### src/rtl/c3sram_burst_sequencer_if.sv
// Host-side interface of the C3SRAM burst sequencer.
// Carries the row request (valid/ready, direction, bank, start row, length-1),
// the sticky abort, the write-data beat (valid/ready) and the read-data return
// (1-cycle valid pulse, no backpressure) plus the end-of-burst done pulse.
//   slave  : sequencer side
//   master : host/loader side
interface c3sram_burst_sequencer_if #(
    parameter int NUM_COLS  = 32,
    parameter int NUM_ROWS  = 128,
    parameter int NUM_BANKS = 2,
    parameter int MAX_BURST = 16
);
    localparam int BANK_W = (NUM_BANKS > 1) ? $clog2(NUM_BANKS) : 1;
    localparam int ROW_W  = (NUM_ROWS > 1) ? $clog2(NUM_ROWS) : 1;
    localparam int LEN_W  = (MAX_BURST > 1) ? $clog2(MAX_BURST) : 1;

    logic                req_valid_i;
    logic                req_ready_o;
    logic                req_write_i;
    logic [BANK_W-1:0]   req_bank_i;
    logic [ROW_W-1:0]    req_addr_i;
    logic [LEN_W-1:0]    req_len_i;
    logic                abort_i;
    logic [NUM_COLS-1:0] wr_data_i;
    logic                wr_data_valid_i;
    logic                wr_data_ready_o;
    logic [NUM_COLS-1:0] rd_data_o;
    logic                rd_valid_o;
    logic                done_o;

    modport slave (
        input  req_valid_i, req_write_i, req_bank_i, req_addr_i, req_len_i,
               abort_i, wr_data_i, wr_data_valid_i,
        output req_ready_o, wr_data_ready_o, rd_data_o, rd_valid_o, done_o
    );

    modport master (
        output req_valid_i, req_write_i, req_bank_i, req_addr_i, req_len_i,
               abort_i, wr_data_i, wr_data_valid_i,
        input  req_ready_o, wr_data_ready_o, rd_data_o, rd_valid_o, done_o
    );
endinterface

### src/rtl/c3sram_burst_sequencer.sv
// Multi-bank burst read/write sequencer for C3SRAM macros.
// Accepts a row request through the host interface, then for each row of the
// burst drives a PHASES-cycle precharge / wordline / write-to-bitline /
// sense-amp waveform on the array ports. Write bursts take one data beat per
// row; read bursts return the sensed row with a 1-cycle rd_valid pulse.
// Ports:
//   clk, nrst     : clock, asynchronous active-low reset
//   host          : request / abort / write beat / read return (slave modport)
//   bank_sel_o    : one-hot active bank during row access
//   nprecharge_o  : precharge release (active high)
//   w2b_o         : write-to-bitline enable
//   saen_o        : sense-amp enable
//   wl_o          : one-hot wordline
//   wdata_o       : latched write data driven to the array
//   sa_data_i     : sense-amp outputs
module c3sram_burst_sequencer #(
    parameter int NUM_ROWS  = 128,
    parameter int NUM_COLS  = 32,
    parameter int NUM_BANKS = 2,
    parameter int PHASES    = 4,
    parameter int MAX_BURST = 16
) (
    input  logic                    clk,
    input  logic                    nrst,
    c3sram_burst_sequencer_if.slave host,
    output logic [NUM_BANKS-1:0]    bank_sel_o,
    output logic                    nprecharge_o,
    output logic                    w2b_o,
    output logic                    saen_o,
    output logic [NUM_ROWS-1:0]     wl_o,
    output logic [NUM_COLS-1:0]     wdata_o,
    input  logic [NUM_COLS-1:0]     sa_data_i
);
    localparam int BANK_W = (NUM_BANKS > 1) ? $clog2(NUM_BANKS) : 1;
    localparam int ROW_W  = (NUM_ROWS > 1) ? $clog2(NUM_ROWS) : 1;
    localparam int LEN_W  = (MAX_BURST > 1) ? $clog2(MAX_BURST) : 1;
    localparam int PH_W   = $clog2(PHASES);

    localparam logic [PH_W-1:0]  PH_LAST  = PH_W'(PHASES - 1);
    localparam logic [PH_W-1:0]  PH_SENSE = PH_W'(PHASES - 2);
    localparam logic [ROW_W-1:0] ROW_LAST = ROW_W'(NUM_ROWS - 1);

    typedef enum logic [1:0] {
        IDLE,
        WR_WAIT,
        WR_PHASE,
        RD_PHASE
    } state_e;

    state_e              state_q, state_d;
    logic [PH_W-1:0]     ph_q, ph_d;
    logic [ROW_W-1:0]    row_q, row_d;
    logic [BANK_W-1:0]   bank_q, bank_d;
    logic [LEN_W-1:0]    len_q, len_d;
    logic [LEN_W-1:0]    beat_q, beat_d;
    logic                abort_q, abort_d;
    logic [NUM_COLS-1:0] wdata_q, wdata_d;
    logic [NUM_COLS-1:0] rd_data_q, rd_data_d;

    logic in_phase;
    logic last_ph;
    logic abort_seen;
    logic wl_on;
    logic req_ready;
    logic wr_ready;
    logic done;

    assign in_phase   = (state_q == WR_PHASE) || (state_q == RD_PHASE);
    assign last_ph    = (ph_q == PH_LAST);
    // A live abort counts in the same cycle it is raised, not only once latched.
    assign abort_seen = abort_q | host.abort_i;

    always_ff @(posedge clk or negedge nrst) begin
        if (!nrst) begin
            state_q   <= IDLE;
            ph_q      <= '0;
            row_q     <= '0;
            bank_q    <= '0;
            len_q     <= '0;
            beat_q    <= '0;
            abort_q   <= 1'b0;
            wdata_q   <= '0;
            rd_data_q <= '0;
        end else begin
            state_q   <= state_d;
            ph_q      <= ph_d;
            row_q     <= row_d;
            bank_q    <= bank_d;
            len_q     <= len_d;
            beat_q    <= beat_d;
            abort_q   <= abort_d;
            wdata_q   <= wdata_d;
            rd_data_q <= rd_data_d;
        end
    end

    always_comb begin
        state_d   = state_q;
        ph_d      = ph_q;
        row_d     = row_q;
        bank_d    = bank_q;
        len_d     = len_q;
        beat_d    = beat_q;
        abort_d   = abort_q;
        wdata_d   = wdata_q;
        rd_data_d = rd_data_q;
        req_ready = 1'b0;
        wr_ready  = 1'b0;
        done      = 1'b0;

        unique case (state_q)
            IDLE: begin
                req_ready = 1'b1;
                abort_d   = 1'b0;
                if (host.req_valid_i) begin
                    bank_d  = host.req_bank_i;
                    row_d   = host.req_addr_i;
                    len_d   = host.req_len_i;
                    beat_d  = '0;
                    ph_d    = '0;
                    state_d = host.req_write_i ? WR_WAIT : RD_PHASE;
                end
            end
            WR_WAIT: begin
                wr_ready = 1'b1;
                abort_d  = abort_seen;
                // Abort beats a simultaneous data beat: no array activity follows.
                if (abort_seen) begin
                    done    = 1'b1;
                    state_d = IDLE;
                end else if (host.wr_data_valid_i) begin
                    wdata_d = host.wr_data_i;
                    ph_d    = '0;
                    state_d = WR_PHASE;
                end
            end
            WR_PHASE, RD_PHASE: begin
                abort_d = abort_seen;
                if ((state_q == RD_PHASE) && (ph_q == PH_SENSE)) begin
                    rd_data_d = sa_data_i;
                end
                if (last_ph) begin
                    ph_d = '0;
                    if ((beat_q == len_q) || abort_seen) begin
                        done    = 1'b1;
                        state_d = IDLE;
                    end else begin
                        row_d   = (row_q == ROW_LAST) ? '0 : row_q + ROW_W'(1);
                        beat_d  = beat_q + LEN_W'(1);
                        state_d = (state_q == WR_PHASE) ? WR_WAIT : RD_PHASE;
                    end
                end else begin
                    ph_d = ph_q + PH_W'(1);
                end
            end
            default: state_d = IDLE;
        endcase
    end

    // Array controls decode straight from state/phase so reset clears them at once.
    assign wl_on        = in_phase && (ph_q != '0) && !last_ph;
    assign wl_o         = wl_on ? (NUM_ROWS'(1) << row_q) : '0;
    assign nprecharge_o = (state_q == WR_PHASE) || ((state_q == RD_PHASE) && !last_ph);
    assign w2b_o        = (state_q == WR_PHASE);
    assign saen_o       = (state_q == RD_PHASE) && (ph_q == PH_SENSE);
    assign wdata_o      = wdata_q;

    // Out-of-range bank codes match no bit, so no bank is selected.
    always_comb begin
        bank_sel_o = '0;
        for (int b = 0; b < NUM_BANKS; b++) begin
            bank_sel_o[b] = in_phase && (bank_q == BANK_W'(b));
        end
    end

    assign host.req_ready_o     = req_ready;
    assign host.wr_data_ready_o = wr_ready;
    assign host.rd_data_o       = rd_data_q;
    assign host.rd_valid_o      = (state_q == RD_PHASE) && last_ph;
    assign host.done_o          = done;
endmodule

### src/flat_wrapper.sv
// flat-port wrapper written by rule: the top's interface ports become plain ports
module c3sram_burst_sequencer_flat 
#(
    parameter int NUM_ROWS  = 128,
    parameter int NUM_COLS  = 32,
    parameter int NUM_BANKS = 2,
    parameter int PHASES    = 4,
    parameter int MAX_BURST = 16
)
  (clk, nrst, bank_sel_o, nprecharge_o, w2b_o, saen_o, wl_o, wdata_o, sa_data_i, host_req_valid_i, host_req_write_i, host_req_bank_i, host_req_addr_i, host_req_len_i, host_abort_i, host_wr_data_i, host_wr_data_valid_i, host_req_ready_o, host_wr_data_ready_o, host_rd_data_o, host_rd_valid_o, host_done_o);
  c3sram_burst_sequencer_if #(.NUM_COLS(NUM_COLS), .NUM_ROWS(NUM_ROWS), .NUM_BANKS(NUM_BANKS), .MAX_BURST(MAX_BURST)) host_i ();
  input  logic clk;
  input  logic nrst;
  output logic [NUM_BANKS-1:0] bank_sel_o;
  output logic nprecharge_o;
  output logic w2b_o;
  output logic saen_o;
  output logic [NUM_ROWS-1:0] wl_o;
  output logic [NUM_COLS-1:0] wdata_o;
  input  logic [NUM_COLS-1:0] sa_data_i;
  input wire logic [$bits(host_i.req_valid_i)-1:0] host_req_valid_i;
  input wire logic [$bits(host_i.req_write_i)-1:0] host_req_write_i;
  input wire logic [$bits(host_i.req_bank_i)-1:0] host_req_bank_i;
  input wire logic [$bits(host_i.req_addr_i)-1:0] host_req_addr_i;
  input wire logic [$bits(host_i.req_len_i)-1:0] host_req_len_i;
  input wire logic [$bits(host_i.abort_i)-1:0] host_abort_i;
  input wire logic [$bits(host_i.wr_data_i)-1:0] host_wr_data_i;
  input wire logic [$bits(host_i.wr_data_valid_i)-1:0] host_wr_data_valid_i;
  output wire logic [$bits(host_i.req_ready_o)-1:0] host_req_ready_o;
  output wire logic [$bits(host_i.wr_data_ready_o)-1:0] host_wr_data_ready_o;
  output wire logic [$bits(host_i.rd_data_o)-1:0] host_rd_data_o;
  output wire logic [$bits(host_i.rd_valid_o)-1:0] host_rd_valid_o;
  output wire logic [$bits(host_i.done_o)-1:0] host_done_o;
  assign host_i.req_valid_i = host_req_valid_i;
  assign host_i.req_write_i = host_req_write_i;
  assign host_i.req_bank_i = host_req_bank_i;
  assign host_i.req_addr_i = host_req_addr_i;
  assign host_i.req_len_i = host_req_len_i;
  assign host_i.abort_i = host_abort_i;
  assign host_i.wr_data_i = host_wr_data_i;
  assign host_i.wr_data_valid_i = host_wr_data_valid_i;
  assign host_req_ready_o = host_i.req_ready_o;
  assign host_wr_data_ready_o = host_i.wr_data_ready_o;
  assign host_rd_data_o = host_i.rd_data_o;
  assign host_rd_valid_o = host_i.rd_valid_o;
  assign host_done_o = host_i.done_o;
  c3sram_burst_sequencer #(.NUM_ROWS(NUM_ROWS), .NUM_COLS(NUM_COLS), .NUM_BANKS(NUM_BANKS), .PHASES(PHASES), .MAX_BURST(MAX_BURST)) u_core (.clk(clk), .nrst(nrst), .host(host_i), .bank_sel_o(bank_sel_o), .nprecharge_o(nprecharge_o), .w2b_o(w2b_o), .saen_o(saen_o), .wl_o(wl_o), .wdata_o(wdata_o), .sa_data_i(sa_data_i));
endmodule
### config.mk
export PLATFORM = sky130hd
export DESIGN_NAME = c3sram_burst_sequencer_flat
export DESIGN_NICKNAME = d
export VERILOG_FILES = /design/src/rtl/c3sram_burst_sequencer_if.sv /design/src/rtl/c3sram_burst_sequencer.sv /design/src/flat_wrapper.sv
export SDC_FILE = /design/constraint.sdc
export NUM_CORES = 1
export LEC_CHECK = 0
export BUFFER_PORTS_ARGS = -buffer_cell sky130_fd_sc_hd__buf_2
export CAP_MARGIN = 20
export CORE_AREA = 2 2 111 113
export DETAILED_ROUTE_END_ITERATION = 6
export DIE_AREA = 0 0 113 115
export PLACE_DENSITY = 0.76
export SYNTH_ARGS = -nofsm -noshare
export SYNTH_HDL_FRONTEND = slang
export SYNTH_SLANG_ARGS = --single-unit
### constraint.sdc
create_clock -name clk -period 5.15 [get_ports clk]
set_clock_uncertainty 0.05 [all_clocks]
set_input_delay 0.515 -clock clk [delete_from_list [all_inputs] [get_ports clk]]
set_output_delay 0.515 -clock clk [all_outputs]
set_load 0.01 [all_outputs]
==> results.py, run 1 <==
metrics = {
    "status": {
        "outcome": "complete, but fails checks",
        "violations": "DRC",
    },
    "detailed_routing": {
        "detail-route-antenna-nets": 0,
        "dr_wl_met2_um": 7710,
        "viasPerCell": 4.96,
        "drt-total-wl_um": 14700,
        "highest_layer": "met4",
        "drc": 20,
        "wl_met1_um": 5550,
        "dr_wl_met3_um": 1120,
        "dr.pass1.iters": 7,
        "wire_per_inst_um": 16.6,
        "first_iter_violations": 256,
        "via_count": 4403,
    },
    "timing": {
        "relSlewSlack_pct": 50.7,
        "period_minus_slack_ps": 3300,
        "tns_ps": 0,
        "min_period_over_period_pct": 64.2,
        "fin_ws_ps": 1850,
        "final-hold-violation-count": 0,
        "worst_pin_slew_ps": 739,
        "fmax_mhz": 303,
        "finalSetupViolCount": 0,
        "maxSlewViolCount": 0,
        "rsz0062_at_grt": "false",
    },
    "yosys": {
        "ys.flop_type": "dfrtp_1",
        "synthesis.nets": 557,
        "synth_area_per_cell_um2": 9.57,
        "async_reset_ff_share_pct": 100,
        "synth_warnings": 0,
        "yosysSeqAreaShare_pct": 47.8,
        "syn-cell-area_um2": 4450,
        "ys_ff_latch": 85,
        "synthCells": 465,
        "synth_edf_count": 0,
        "ys_types": 51,
    },
    "cells_and_area": {
        "final_nets": 827,
        "synthToLayoutAreaGrowth_pct": 41.2,
        "utilization_pct": 53.2,
        "final_layout_size_suffix_gt1_share_pct": 50.9,
        "design_area_um2": 6280,
        "n_antenna_cell": 0,
    },
    "floorplan": {
        "row_count": 40,
        "start_util_pct": 37.7,
        "fp.dieW_um": 113,
        "coreArea_um2": 11800,
        "die-area_um2": 13000,
        "die_y_um": 115,
        "io_pins": 283,
    },
    "worst_setup_path": {
        "slowest_stage": "dfrtp_1",
        "cp.buffers_inverters": 2,
        "cp-start-kind": "flop",
        "r2r-end": "u_core.row_q[6]$_DFFE_PN0P_",
        "cp.required_ps": 4590,
        "critical_path_class": "reg -> out",
        "path_cells": "inv_2, nor4_4, nand2_1, nor2_1, buf_2",
        "r2r_slack_ps": 2620,
        "arrival_ps": 2740,
        "r2r_cells": 4,
        "critPathMaxFanout": 24,
        "crit_family": "simple AND/OR/NAND/NOR gates",
        "end_kind": "output port",
        "slowest_delay_ps": 820,
        "critical_path_depth": 5,
        "r2r-start": "u_core.state_q[1]$_DFFE_PN0P_",
    },
    "hold_path": {
        "hold_depth": 3,
        "min-delay-start": "host_req_len_i[3]",
        "min_to": "u_core.len_q[3]$_DFFE_PN0P_",
        "hold_class": "in -> reg",
    },
    "cts": {
        "cts_sinks": 85,
        "cts_inserted_buffers": 9,
        "cts_root_buf": "clkbuf_16",
        "insertion_delay_ps": 330,
        "clk_pin_slew_ps": 60,
        "cts_max_path_buffers": 2,
        "cts_htree_levels": 3,
        "cts_tree": "done",
        "cts_setup_buffers": 0,
    },
    "pwr": {
        "max-vdd-ir-drop_uv": 293,
        "power.leakage_nw": 3.40,
        "total_power_mw": 3.23,
        "cellPowerDensity_nw_per_um2": 514,
    },
    "place": {
        "dp_hpwl_um": 11400,
        "pre_cts_ws_ps": 2220,
        "gp_congestion": 0.834,
        "port_buffers": 282,
        "place_area_um2": 5950,
    },
    "grt": {
        "grt_max_degree": 82,
        "grt_pass1_vias": 4180,
        "antenna_found_initial": 0,
        "grt_use_total_pct": 21.4,
        "grt_pass1_wl_um": 21900,
        "grt-ovfl-total": 0,
    },
    "run": {
        "maxCapViolCount": 0,
    },
}
per-stage QoR:
stage / std cells / hold WS [ps]
2_1_floorplan: 465 / 169
3_3_place_gp: 869 / 265
3_5_place_dp: 869 / 266
4_1_cts: 886 / 308
5_1_grt: 887 / 322
6_report: 887 / 320
cell type report:
class / count / area [um2]
clock buffers: 9 / 225
clock inverters: 7 / 73.8
fillers: 1081 / 5530
inverters: 9 / 33.8
multi-input cells: 341 / 2150
flip-flops and latches: 85 / 2130
well taps: 147 / 184
repair buffers: 289 / 1490
worst min-delay path: stages:
cell	delay [ps]
buf_2	70
nand2_1	40
nand2_1	40
per-layer routing:
metal	vias to the layer above	track usage, %
met1	2049	23.5
met2	227	40.2
met4	0	7.24
met3	22	5.75
met5	-	0
li1	2105	-
power by group:
group	leakage, nW	switching (mW)	internal, mW	total (mW)
sequential	1.05	0.241	0.966	1.21
combinational	2.21	0.788	0.587	1.37
clock	0.146	0.270	0.377	0.647
synthesized netlist by cell type (2+ instances only):
cell | count | share of area, %
a21o_1 | 2 | 0.34
a21oi_1 | 6 | 0.68
a221o_1 | 2 | 0.45
a311oi_1 | 2 | 0.39
a31oi_1 | 2 | 0.28
buf_1 | 2 | 0.17
buf_2 | 17 | 1.9
clkbuf_1 | 10 | 0.84
dfrtp_1 | 85 | 48
ha_1 | 10 | 2.8
inv_1 | 8 | 0.68
mux2_2 | 64 | 16
nand2_1 | 42 | 3.5
nand2b_1 | 4 | 0.56
nand3_1 | 16 | 1.8
nand3b_1 | 3 | 0.51
nand4_1 | 3 | 0.42
nor2_1 | 138 | 12
nor2b_1 | 5 | 0.70
nor4_1 | 2 | 0.28
o211ai_1 | 3 | 0.51
o21ai_0 | 4 | 0.45
o41ai_1 | 2 | 0.39
or4_1 | 3 | 0.51
xor2_1 | 4 | 0.79
kinds of logic (layout without fill, tap and decap cells):
logic type	after synthesis	in the layout	synth area share, %
muxes	64	64	16.2
and+or+nand+nor	227	227	22.4
adders and majority gates	10	10	2.81
DFF	85	85	47.8
AOI/OAI and AO/OA	36	36	6.10
buffers and inverters	39	314	3.85
xor gates and xnor gates	4	4	0.788
how the worst max path moves through the flow:
stage               slack [ps]                     startpoint        end
global placement          2300  u_core.state_q[1]$_DFFE_PN0P_    wl_o[4]
detailed placement        2220  u_core.state_q[1]$_DFFE_PN0P_    wl_o[4]
finish                    1850  u_core.state_q[1]$_DFFE_PN0P_    wl_o[4]
floorplan                 2850     u_core.ph_q[0]$_DFFE_PN0P_  wl_o[114]
global route              1620  u_core.state_q[1]$_DFFE_PN0P_    wl_o[4]
CTS                       1850  u_core.state_q[1]$_DFFE_PN0P_    wl_o[4]
state kept, by name, summed over array words and instances, names as in the netlist:
register	cells
u_core.len_q	4
u_core.abort_q	1
u_core.state_q	2
u_core.ph_q	2
u_core.wdata_o	32
u_core.bank_q	1
u_core.beat_q	4
u_core.host.rd_data_o	32
u_core.row_q	7
cell usage in the layout (no fill, tap or decap), types with 3 or more instances in the layout:
| master | instances |
|---|---|
| dfrtp_1 | 85 |
| o21ai_0 | 4 |
| nand2_1 | 42 |
| a21oi_1 | 6 |
| ha_1 | 10 |
| nor2b_1 | 5 |
| nand3_1 | 16 |
| clkbuf_16 | 9 |
| nor2_1 | 138 |
| xor2_1 | 4 |
| nand3b_1 | 3 |
| mux2_2 | 64 |
| inv_1 | 8 |
| nand2b_1 | 4 |
| nand4_1 | 3 |
| buf_4 | 6 |
| buf_2 | 281 |
| or4_1 | 3 |
| o211ai_1 | 3 |
what timing repair did:
| action | 4_1_cts | 5_1_grt |
|---|---|---|
| gates resized for setup | 0 | 0 |
| hold endpoints to repair | 4 | 0 |
| endpoints found under the setup margin | 0 | 0 |
| hold buffers | 1 | 0 |
Power figures use the tool's default switching activity.
==> run 2, diff against run 1 <==
Settings changed: CORE_AREA 2 2 111 113 to 2 2 108 110, DIE_AREA 0 0 113 115 to 0 0 110 112, PLACE_DENSITY 0.76 to 0.79.
Clock period 5.15 ns to 3.3 ns, I/O delays scaled along.
==> run 2 against run 1 <==
  * The run now ends clean
  * Critical path depth rose by 1
  * Count of clock-buffer cells in the layout stayed put
  * Worst hold slack worse by 270 ps
  * Global-route usage increased by 2.0 points
  * Clock power up 56%
  * Final area decreased by 0.22%
  * Register-to-register slack got worse by 1600 ps
  * Total power rose by 56%
  * Combinational power increased by 60%
  * Worst setup slack lost 1200 ps
  * Routed wire length is 0.75% higher
  * Critical endpoint is now wl_o[118]
  * Highest routed layer unchanged
==> results.py, run 2 (same netlist as run 1, synthesis figures left out) <==
metrics = {
    "timing": {
        "finalSetupViolCount": 0,
        "rsz0062_at_grt": "false",
        "final-hold-violation-count": 0,
        "worst_pin_slew_ps": 829,
        "tns_ps": 0,
        "min_period_over_period_pct": 81.7,
        "maxSlewViolCount": 0,
        "fmax_mhz": 371,
        "relSlewSlack_pct": 44.7,
        "period_minus_slack_ps": 2700,
    },
    "detailed_routing": {
        "wire_per_inst_um": 16.8,
        "via_count": 4408,
        "detail-route-antenna-nets": 0,
        "viasPerCell": 4.99,
        "drc": 0,
        "drt-total-wl_um": 14800,
        "dr.pass1.iters": 4,
        "first_iter_violations": 262,
    },
    "worst_setup_path": {
        "arrival_ps": 2320,
        "cp.required_ps": 2920,
        "slowest_delay_ps": 410,
        "path_cells": "ha_1, nor4bb_1, buf_4, nand3_1, nor2_1, buf_2",
        "end_kind": "output port",
        "critPathMaxFanout": 13,
        "cp-start-kind": "flop",
        "cp.buffers_inverters": 2,
        "crit_family": "simple AND/OR/NAND/NOR gates",
        "critical_path_class": "reg -> out",
        "slowest_stage": "dfrtp_1",
    },
    "cells_and_area": {
        "final_nets": 828,
        "n_antenna_cell": 0,
        "final_common_cell": "buf_2",
        "final_layout_size_suffix_gt1_share_pct": 51.1,
        "synthToLayoutAreaGrowth_pct": 40.9,
        "design_area_um2": 6270,
        "final_cell_mix": "buf_2, nor2_1, dfrtp_1",
    },
    "grt": {
        "antenna_found_initial": 0,
        "grt-ovfl-total": 0,
        "grt_use_total_pct": 23.5,
        "grt_max_degree": 68,
        "grt_pass1_vias": 4220,
        "grt_pass1_wl_um": 22200,
    },
    "status": {
        "outcome": "complete, no violations",
    },
    "place": {
        "dp_hpwl_um": 11500,
        "gp_congestion": 0.819,
        "port_buffers": 282,
        "place_area_um2": 5960,
    },
    "pwr": {
        "total_power_mw": 5.05,
        "power.leakage_nw": 3.40,
        "max-vdd-ir-drop_uv": 552,
        "cellPowerDensity_nw_per_um2": 806,
    },
    "floorplan": {
        "die_y_um": 112,
        "die-area_um2": 12300,
        "start_util_pct": 39.8,
        "io_pins": 283,
        "coreArea_um2": 11200,
        "row_count": 39,
        "fp.dieW_um": 110,
    },
    "run": {
        "maxCapViolCount": 0,
    },
    "cts": {
        "cts_setup_buffers": 0,
        "holdBufCountCts": 0,
        "cts_max_path_buffers": 2,
        "cts_tree": "done",
        "cts_inserted_buffers": 9,
        "clk_pin_slew_ps": 70,
        "cts_htree_levels": 3,
        "cts_root_buf": "clkbuf_16",
        "insertion_delay_ps": 330,
        "cts_sinks": 85,
        "post_cts_resized": 0,
    },
    "hold_path": {
        "hold_class": "in -> async",
    },
}
## run 2: changes by cell type in the layout (fill, tap and decap cells not counted), sizes merged
| cell | previous run | this run |
|---|---|---|
| buf | 288 | 290 |
| bufinv | 1 | 0 |
| dlygate4sd3 | 1 | 0 |
| inv | 10 | 11 |
## run 2: layer usage
layer  wire length (um)  global-route usage [%]  up-vias
li1                   -                       -     2110
met1               5500                    26.5     2060
met2               7820                    43.6      220
met3               1270                    5.44       18
met4                229                    5.74        0
met5                  0                       0        -
## run 2: cell type report
type	instances	area (um2)
timing repair buffer	290	1470
clock inverter	7	80.1
inverter	9	33.8
tap	143	179
clock buffer	9	225
fill	1029	4910
sequential	85	2130
multi-input combinational	341	2150
## run 2: final timing paths
kind	depth (start not counted)	end	slack, ps	from
min in group clk	3	u_core.len_q[3]$_DFFE_PN0P_	130	host_req_len_i[3]
worst min-delay path	1	u_core.wdata_o[15]$_DFFE_PN0P_	50	nrst
worst min register to register	1	u_core.host.rd_data_o[18]$_DFFE_PN0P_	450	u_core.host.rd_data_o[18]$_DFFE_PN0P_
max in group asynchronous	2	u_core.host.rd_data_o[31]$_DFFE_PN0P_	2470	nrst
worst max register to register	4	u_core.row_q[2]$_DFFE_PN0P_	1070	u_core.row_q[3]$_DFFE_PN0P_
worst max-delay path	6	wl_o[118]	600	u_core.ph_q[1]$_DFFE_PN0P_
## run 2: worst register-to-register path: cells and delay by family (launching register included)
family          cells  cell delay [ps]
compound gates      3              950
simple gates        1              450
flops               1              670
## run 2: through the flow
step                      instances  utilization [%]  hold WS, ps  worst slack, ps
after floorplan                 465                -        -15.6             1180
after global placement          868             53.4          430              993
after detailed placement        868             53.4          438              938
after CTS                       884             56.1         73.5              587
after global routing            884             56.1          133              324
final                           884             56.1         52.1              603
## run 2: where the power goes
part | switching (mW) | internal [mW] | leakage [nW] | total (mW)
logic | 1.27 | 0.924 | 2.21 | 2.19
registers | 0.342 | 1.51 | 1.05 | 1.85
clock network | 0.471 | 0.537 | 0.145 | 1.01
==> run 3, diff against run 2 <==
Settings changed: ABC_AREA set to 1, CORE_AREA 2 2 108 110 to 2 2 111 113, DIE_AREA 0 0 110 112 to 0 0 113 115, PLACE_DENSITY 0.79 to 0.8.
Clock period 3.3 ns to 2.63 ns, I/O delays scaled along.
==> run 3 against run 2 <==
  * The run now ends with DRC left
  * Final area grew 7.1%
  * Synthesized cell count grew 40%
  * Area after synthesis grew 10%
  * First-iteration DRC count grew 99%
  * Non-clock buffer count is the same
  * Global-route usage grew 0.37 points
  * Worst hold slack gained 12 ps
  * Clock power grew 35%
  * Sequential power grew 32%
==> results.py, run 3 <==
metrics = {
    "worst_setup_path": {
        "cp-start-kind": "flop",
        "end_kind": "output port",
        "path_cells": "ha_1, nor2_4, inv_1, nor2_2, nand2_2, buf_4, nor2_1, buf_2",
        "r2r_cells": 7,
        "r2r_slack_ps": 390,
        "slowest_stage": "dfrtp_1",
        "arrival_ps": 2070,
        "critical_path_class": "reg -> out",
        "r2r-start": "u_core.state_q[1]$_DFFE_PN0P_",
        "slowest_delay_ps": 400,
        "critPathMaxFanout": 64,
        "worstSetupStartpoint": "u_core.ph_q[0]$_DFFE_PN0P_",
        "cp.required_ps": 2320,
        "r2r-end": "u_core.row_q[1]$_DFFE_PN0P_",
    },
    "grt": {
        "grt-ovfl-total": 0,
        "grt_use_total_pct": 23.9,
        "grt_pass1_vias": 4863,
        "grt_pass1_wl_um": 24400,
        "grt_max_degree": 86,
        "antenna_found_initial": 2,
    },
    "timing": {
        "rsz0062_at_grt": "false",
        "relSlewSlack_pct": 49.7,
        "tns_ps": 0,
        "fmax_mhz": 420,
        "maxSlewViolCount": 0,
        "min_period_over_period_pct": 90.6,
        "fin_ws_ps": 248,
        "finalSetupViolCount": 0,
        "final-hold-violation-count": 0,
        "worst_pin_slew_ps": 750,
        "period_minus_slack_ps": 2380,
    },
    "cts": {
        "cts_max_path_buffers": 2,
        "cts_htree_levels": 3,
        "cts_inserted_buffers": 9,
        "insertion_delay_ps": 330,
        "cts_sinks": 85,
        "cts_root_buf": "clkbuf_16",
        "cts_setup_buffers": 0,
        "clk_pin_slew_ps": 70,
        "cts_tree": "done",
    },
    "yosys": {
        "synth_top_area_share_pct": 43.3,
        "syn-cell-area_um2": 4910,
        "synth_xor_area_share_pct": 0.357,
        "synthesis.nets": 741,
        "ys.flop_type": "dfrtp_1",
        "synth.area.mux_share_pct": 9.86,
        "synth_area_per_cell_um2": 7.57,
        "ys_types": 29,
        "synth_fa_ha_area_share_pct": 2.55,
        "synth_warnings": 0,
        "synthSimpleGateAreaFrac_pct": 35.3,
        "synth_top_family_by_area": "simple AND/OR/NAND/NOR gates",
        "netlist_top_cells_area": "dfrtp_1, nand2_1, nor2_1, mux2_4, nand3_1",
        "synthCells": 649,
        "async_reset_ff_share_pct": 100,
        "synthTopCellsByCount": "nand2_1, nor2_1, dfrtp_1",
        "ys_ff_latch": 85,
        "synth_area_leader_cell": "dfrtp_1",
        "yosysMostFrequentCell": "nand2_1",
        "yosysSeqAreaShare_pct": 43.3,
        "synth_edf_count": 0,
        "synth_compound_area_share_pct": 1.81,
    },
    "cells_and_area": {
        "final_common_cell": "buf_2",
        "synthToLayoutAreaGrowth_pct": 36.7,
        "design_area_um2": 6710,
        "final_nets": 1006,
        "n_antenna_cell": 0,
        "final_layout_size_suffix_gt1_share_pct": 38.2,
        "nFillCells": 1127,
        "final_cell_mix": "buf_2, nand2_1, nor2_1",
    },
    "status": {
        "outcome": "complete, but fails checks",
        "violations": "DRC",
    },
    "floorplan": {
        "coreArea_um2": 11800,
        "die-area_um2": 13000,
        "die_y_um": 115,
        "row_count": 40,
        "io_pins": 283,
        "fp.dieW_um": 113,
        "start_util_pct": 41.6,
    },
    "detailed_routing": {
        "drt-total-wl_um": 15800,
        "drc": 20,
        "detail-route-antenna-nets": 0,
        "first_iter_violations": 521,
        "viasPerCell": 4.87,
        "dr.pass1.iters": 7,
        "wire_per_inst_um": 14.8,
        "via_count": 5190,
    },
    "pwr": {
        "power.leakage_nw": 3.86,
        "max-vdd-ir-drop_uv": 685,
        "p_int_mw": 4.08,
        "cellPowerDensity_nw_per_um2": 1060,
        "p_seq_share_pct": 34.2,
        "clkPwrFrac_pct": 19.1,
        "switching_share_pct": 42.7,
        "p_switching_mw": 3.04,
        "total_power_mw": 7.12,
        "p_comb_share_pct": 46.7,
    },
    "hold_path": {
        "hold_class": "in -> reg",
        "min_to": "u_core.host.rd_data_o[7]$_DFFE_PN0P_",
        "min-delay-start": "sa_data_i[7]",
        "hold_depth": 3,
    },
    "place": {
        "port_buffers": 282,
        "place_area_um2": 6380,
        "pre_cts_ws_ps": 417,
        "dp_hpwl_um": 12300,
        "gp_congestion": 0.909,
    },
    "run": {
        "maxCapViolCount": 0,
    },
}
[run 3: cell families (layout without fill, tap and decap cells)]
group,count (synthesis),in the layout
compound gates,17,17
xor+xnor,2,2
fa+ha+maj,10,10
buf+inv,71,341
flops,85,85
mux,33,33
simple gates,431,431
[run 3: metal layers]
metal | global-route usage, % | vias to the layer above | share of wire [%]
met5 | 0 | - | 0.19
met4 | 11.9 | 4 | 4.2
met3 | 6.75 | 37 | 9.0
met2 | 42.5 | 260 | 50
met1 | 26.2 | 2353 | 37
li1 | - | 2536 | -
[run 3: worst max-delay path: cells and delay by family, from the launching register on]
family	cells	cell delay (ps)
adder cells (fa/ha/maj)	1	260
flip-flops	1	400
AND/OR/NAND/NOR	4	530
buffers and inverters	3	530
[run 3: power by group through the flow]
stage                     registers [mW]  clock network, mW  logic [mW]
final                               2.44               1.36        3.32
after global routing                2.53               1.47        3.70
after CTS                           2.43               1.40        3.34
after detailed placement            2.42                  0        3.35
after global placement              2.42                  0        3.25
after floorplan                     2.56                  0        2.06
[run 3: how the worst max path moves through the flow]
| stage | endpoint |
|---|---|
| 2_1_floorplan | wl_o[100] |
| 3_3_place_gp | u_core.row_q[3]$_DFFE_PN0P_ |
| 3_5_place_dp | u_core.beat_q[3]$_DFFE_PN0P_ |
| 4_1_cts | wl_o[96] |
| 5_1_grt | wl_o[96] |
| 6_report | wl_o[3] |
[run 3: what timing repair did]
item                                   in CTS  in global routing
endpoints found under the hold margin      85                  0
hold buffers                                1                  0
resized for setup                           0                  0
[run 3: metrics by stage]
step	hold WS (ps)	utilization (%)	instances
after floorplan	-82.6	-	649
after global placement	282	54.0	1049
after detailed placement	286	54.0	1049
after CTS	51.4	56.8	1066
after global routing	71.5	56.8	1066
final	64.1	56.8	1066
[run 3: layout make-up]
| cell class | instances | area (um2) | share of cell area (%) |
|---|---|---|---|
| multi-input combinational | 493 | 2450 | 36.5 |
| sequential | 85 | 2130 | 31.7 |
| timing repair buffer | 290 | 1490 | 22.2 |
| clock buffer | 10 | 229 | 3.41 |
| tap | 147 | 184 | 2.74 |
| inverter | 35 | 139 | 2.07 |
| clock inverter | 6 | 93.8 | 1.40 |
